$ cat config.mk
export PLATFORM = sky130hd
export DESIGN_NAME = keypad_encoder
export DESIGN_NICKNAME = d
export VERILOG_FILES = /design/src/rtl/keypad_encoder.sv
export SDC_FILE = /design/constraint.sdc
export NUM_CORES = 1
export LEC_CHECK = 0
export CORE_MARGIN = 5
export CORE_UTILIZATION = 50
export CTS_CLUSTER_DIAMETER = 50
export DETAILED_ROUTE_END_ITERATION = 6
export PLACE_DENSITY = 0.83
export SLEW_MARGIN = 20
export SYNTH_ARGS = -nofsm -noshare
export SYNTH_HDL_FRONTEND = slang
export SYNTH_SLANG_ARGS = --single-unit
export TNS_END_PERCENT = 50
$ cat constraint.sdc
create_clock -name clock -period 1.8 [get_ports clock]
set_input_delay 0.36 -clock clock [delete_from_list [all_inputs] [get_ports clock]]
set_output_delay 0.36 -clock clock [all_outputs]
set_load 0.02 [all_outputs]
$ cat src/rtl/keypad_encoder.sv
// Debounced 10-key keypad to BCD encoder feeding a timer's parallel load port.
// Optional build macro KEYPAD_DIGIT_LIMIT_EN caps entry at three digits per enable window.
module keypad_encoder #(
  parameter int DEB_CYCLES = 4
) (
  input  logic       clock,
  input  logic       clr,
  input  logic [9:0] keys,
  input  logic       enable,
  output logic [3:0] data,
  output logic       loadn,
  output logic       busy
);

  typedef enum logic [1:0] {
    IDLE     = 2'd0,
    DEBOUNCE = 2'd1,
    EMIT     = 2'd2,
    HOLD     = 2'd3
  } state_t;

  localparam logic [3:0] DEB_LIMIT = 4'(DEB_CYCLES);

  state_t     state_reg;
  logic [9:0] sync1_reg;
  logic [9:0] ks_reg;
  logic [9:0] pattern_reg;
  logic [3:0] code_reg;
  logic [3:0] cnt_reg;
  logic [3:0] data_reg;
  logic       loadn_reg;
  logic       busy_reg;

  logic [3:0] cnt_next;
  logic       cnt_done;
  logic       ks_any;
  logic       ks_multi;
  logic       ks_one_hot;
  logic [3:0] ks_code;
  logic       ks_match;
  logic       enter_emit;
  logic       key_accept;

  // Two-flop synchronizer; every decision below looks only at ks_reg.
  always_ff @(posedge clock) begin
    if (clr) begin
      sync1_reg <= '0;
      ks_reg    <= '0;
    end else begin
      sync1_reg <= keys;
      ks_reg    <= sync1_reg;
    end
  end

  // Scan the synchronized lines: any bit, more than one bit, and index of the set bit.
  always_comb begin
    ks_any   = 1'b0;
    ks_multi = 1'b0;
    ks_code  = 4'd0;
    for (int i = 0; i < 10; i++) begin
      if (ks_reg[i]) begin
        ks_multi = ks_multi | ks_any;
        ks_any   = 1'b1;
        ks_code  = 4'(i);
      end
    end
  end

  assign ks_one_hot = ks_any & ~ks_multi;
  assign ks_match   = (ks_reg == pattern_reg);

  // Saturating increment so a long hold can never wrap the counter.
  assign cnt_next = (cnt_reg == 4'hF) ? cnt_reg : cnt_reg + 4'd1;
  assign cnt_done = (cnt_next >= DEB_LIMIT);

  assign enter_emit = (state_reg == DEBOUNCE) && ks_match && enable && cnt_done;

`ifdef KEYPAD_DIGIT_LIMIT_EN
  logic [1:0] digit_reg;

  // Counts digits loaded since enable last went high; three fills m:ss.
  always_ff @(posedge clock) begin
    if (clr) begin
      digit_reg <= 2'd0;
    end else if (!enable) begin
      digit_reg <= 2'd0;
    end else if (enter_emit && (digit_reg != 2'd3)) begin
      digit_reg <= digit_reg + 2'd1;
    end
  end

  assign key_accept = (digit_reg != 2'd3);
`else
  assign key_accept = 1'b1;
`endif

  always_ff @(posedge clock) begin
    if (clr) begin
      state_reg   <= IDLE;
      pattern_reg <= '0;
      code_reg    <= 4'd0;
      cnt_reg     <= 4'd0;
      data_reg    <= 4'd0;
      loadn_reg   <= 1'b1;
      busy_reg    <= 1'b0;
    end else begin
      loadn_reg <= 1'b1;
      unique case (state_reg)
        IDLE: begin
          if (ks_one_hot && enable && key_accept) begin
            state_reg   <= DEBOUNCE;
            pattern_reg <= ks_reg;
            code_reg    <= ks_code;
            cnt_reg     <= 4'd1;
            busy_reg    <= 1'b1;
          end
        end
        DEBOUNCE: begin
          if (!ks_match) begin
            // Key bounced, changed, or a second key joined: drop silently.
            state_reg <= IDLE;
            cnt_reg   <= 4'd0;
            busy_reg  <= 1'b0;
          end else if (!enable) begin
            // Timer started mid-press; wait for release without loading.
            state_reg <= HOLD;
            cnt_reg   <= 4'd0;
            busy_reg  <= 1'b1;
          end else if (cnt_done) begin
            state_reg <= EMIT;
            cnt_reg   <= 4'd0;
            data_reg  <= code_reg;
            loadn_reg <= 1'b0;
            busy_reg  <= 1'b1;
          end else begin
            cnt_reg <= cnt_next;
          end
        end
        EMIT: begin
          state_reg <= HOLD;
          cnt_reg   <= 4'd0;
          busy_reg  <= 1'b1;
        end
        HOLD: begin
          if (ks_any) begin
            cnt_reg <= 4'd0;
          end else if (cnt_done) begin
            state_reg <= IDLE;
            cnt_reg   <= 4'd0;
            busy_reg  <= 1'b0;
          end else begin
            cnt_reg <= cnt_next;
          end
        end
        default: begin
          state_reg <= IDLE;
          cnt_reg   <= 4'd0;
          loadn_reg <= 1'b1;
          busy_reg  <= 1'b0;
        end
      endcase
    end
  end

  assign data  = data_reg;
  assign loadn = loadn_reg;
  assign busy  = busy_reg;

endmodule

==> metrics.md, run 1 <==
| Metric | Value |
|---|---|
| CTS tree | `built` |
| Antenna Violating Nets Remaining | `0` |
| Synth Flop Type | `dfxtp_1` |
| Pleak | `1.11 nW` |
| DRT Pass-1 Iters | `4` |
| Worst-path clk slew | `0.09 ns` |
| Global Route Usage Sum | `16.6%` |
| Worst Path Max Fanout | `5` |
| Yosys cell types | `43` |
| Layout cells sized above 1 | `28.2%` |
| Run status | `finished with violations` |
| Post-DP Area | `2280 um^2` |
| Cell Rows | `22` |
| Worst hold path type | `reg2reg` |
| Relative slew slack | `80.0%` |
| Share of the synthesized area in the top cell type | `48.5%` |
| GR Overflow Total | `0` |
| Fin cells | `286` |
| Clock sinks | `46` |
| Largest net degree at the start of global routing | `29` |
| Initial antenna violation count | `0` |
| Initial Utilization | `51.8%` |
| Global-route wire length before repair | `6570 um` |
| Failing checks | `negative setup slack` |
| Reg2reg setup slack | `-0.14 ns` |
| TNS Setup | `-1.49 ns` |
| Worst-Margin Slew | `0.297 ns` |
| Via density | `5.19` |
| Most frequent cell after synthesis | `dfxtp_1` |
| Post-Syn Nets | `207` |
| Maximum root-to-sink buffer count | `2` |
| Placed Cells | `274` |
| Final-report hold violation count | `0` |
| Max Clock Freq | `0.515 GHz` |
| Post-layout util | `68.7%` |
| Core area | `3660 um^2` |
| DRT Wirelength | `3940 um` |
| # diodes | `0` |
| Yosys reg bits | `46` |
| Worst skew pair latency | `0.31 ns` |
| WHS | `0.442 ns` |
| Register area share after synthesis | `48.5%` |
| Ports | `19` |
| Ys async rst share | `0%` |
| Initial drt markers | `68` |
| Critical Path Sink Type | `register` |
| Design area | `2520 um^2` |
| Max Cap Viol | `0` |
| Worst endpoint data arrival time | `2.19 ns` |
| Setup CP Type | `reg2reg` |
| Crit path launch type | `register` |
| Synth-to-Final Area Change | `32.6%` |
| YS warnings | `0` |
| Synthesized area | `1900 um^2` |
| PD cells | `844 nW/um^2` |
| Area leader, netlist | `dfxtp_1` |
| Vias | `1485` |
| Die Span Y | `71.6 um` |
| Tot Pwr | `2.12 mW` |
| Post-synth EDFFs | `0` |
| # setup viols final | `18` |
| Max VDD drop | `0.688 mV` |
| Layout filler cell count | `258` |
| Dpl ws | `-0.191 ns` |
| Die ar. | `5130 um^2` |
| Number of global-route vias before repair | `1478` |
| Final worst slack | `-0.143 ns` |
| CTS Root Cell | `clkbuf_8` |
| Clock skew | `0.00510 ns` |
| Top post-synthesis cells by area | `dfxtp_1 49%, mux2i_1 7.4%, nor2b_1 6.9%` |
| Pins Over Slew Limit | `0` |
| Hpwl dp | `2700 um` |
| Tmin final | `1.94 ns` |
| Commonest cells post-synth | `46 x dfxtp_1, 21 x nor2b_1, 20 x nor2_1, 14 x mux2i_1, 11 x xor2_1` |
| Synthesized instance count | `193` |
| WL/cell | `13.8 um` |
| # port buffers | `18` |
| Cts bufs inserted | `5` |
| Mean Syn Cell Area | `9.83 um^2` |
| DRC | `0` |
| RSZ-0062 raised after global routing | `true` |
| Die X-Extent | `71.6 um` |
| Worst path required time | `2.05 ns` |
| Gpl congestion | `0.820` |
| Fin nets | `251` |
| Fin crit share | `108%` |
| H-tree levels | `2` |
==> worst paths after layout <==
| path | end | start | cells after the start |
|---|---|---|---|
| worst max-delay path | cnt_reg[1]$_SDFFE_PP0P_ | ks_reg[7]$_SDFF_PP0_ | 6 |
| worst min-delay path | ks_reg[1]$_SDFF_PP0_ | sync1_reg[1]$_SDFF_PP0_ | 1 |
| worst max register to register | cnt_reg[1]$_SDFFE_PP0P_ | ks_reg[7]$_SDFF_PP0_ | 6 |
| worst min register to register | ks_reg[1]$_SDFF_PP0_ | sync1_reg[1]$_SDFF_PP0_ | 1 |
==> repair_timing <==
action	4_1_cts	5_1_grt
endpoints found under the setup margin	20	24
resized for setup	19	14
buffers inserted	4	0
hold buffers	0	0
endpoints found under the hold margin	0	0
pin swaps	10	8
==> area by class of cell <==
| type | instances | area [um^2] | share of cell area, % |
|---|---|---|---|
| clock buffer | 5 | 68.8 | 2.73 |
| clock inverter | 3 | 25.0 | 0.995 |
| inverter | 7 | 26.3 | 1.04 |
| multi-input combinational | 129 | 958 | 38.1 |
| sequential | 46 | 942 | 37.4 |
| tap | 48 | 60.1 | 2.39 |
| timing repair buffer | 48 | 435 | 17.3 |
==> where the power goes <==
part / internal, mW / leakage, nW / total, mW / switching [mW]
logic: 0.207 / 0.681 / 0.379 / 0.171
clock network: 0.280 / 0.0447 / 0.653 / 0.372
registers: 1.06 / 0.380 / 1.09 / 0.0326
total: 1.55 / 1.11 / 2.12 / 0.577
==> placed cells by master, fill, tap and decap left out, drive strengths merged, types with 5 or more instances in the layout <==
| cell type | count |
|---|---|
| nor2 | 20 |
| buf | 30 |
| a21oi | 8 |
| inv | 8 |
| xor2 | 11 |
| nor2b | 21 |
| clkbuf | 5 |
| mux2i | 14 |
| dfxtp | 46 |
| nand2 | 7 |
| clkdlybuf4s50 | 18 |
==> routing by layer <==
layer	wire length (um)	vias up	global-route usage, %
met5	0	-	0
met1	1560	706	18.1
met2	2110	34	29.5
met3	180	11	4.77
li1	-	734	-
met4	93	0	7.93
==> critical path, stage by stage, from the launching register on <==
cell and delay (ns):
dfxtp_4 0.38, nor4_4 0.35, xor2_1 0.13, mux2_4 0.30, a211o_1 0.37, or2_4 0.25, a21oi_2 0.12
==> cell families (layout without fill, tap and decap cells) <==
| kind of cell | Yosys count | after routing | synth area share [%] |
|---|---|---|---|
| adders and majority gates | 3 | 3 | 1.78 |
| and+or+nand+nor | 73 | 73 | 22.4 |
| buffers and inverters | 18 | 63 | 4.28 |
| AOI/OAI and AO/OA | 27 | 27 | 9.76 |
| muxes | 15 | 15 | 8.17 |
| DFF | 46 | 46 | 48.5 |
| xor gates and xnor gates | 11 | 11 | 5.08 |
(Power assumes the default switching activity.)
==> run 2, diff against run 1 <==
Settings changed: CTS_CLUSTER_DIAMETER 50 to 30.
==> results of run 2 <==
The final DEF is identical to that of run 1; final timing and power are the same.
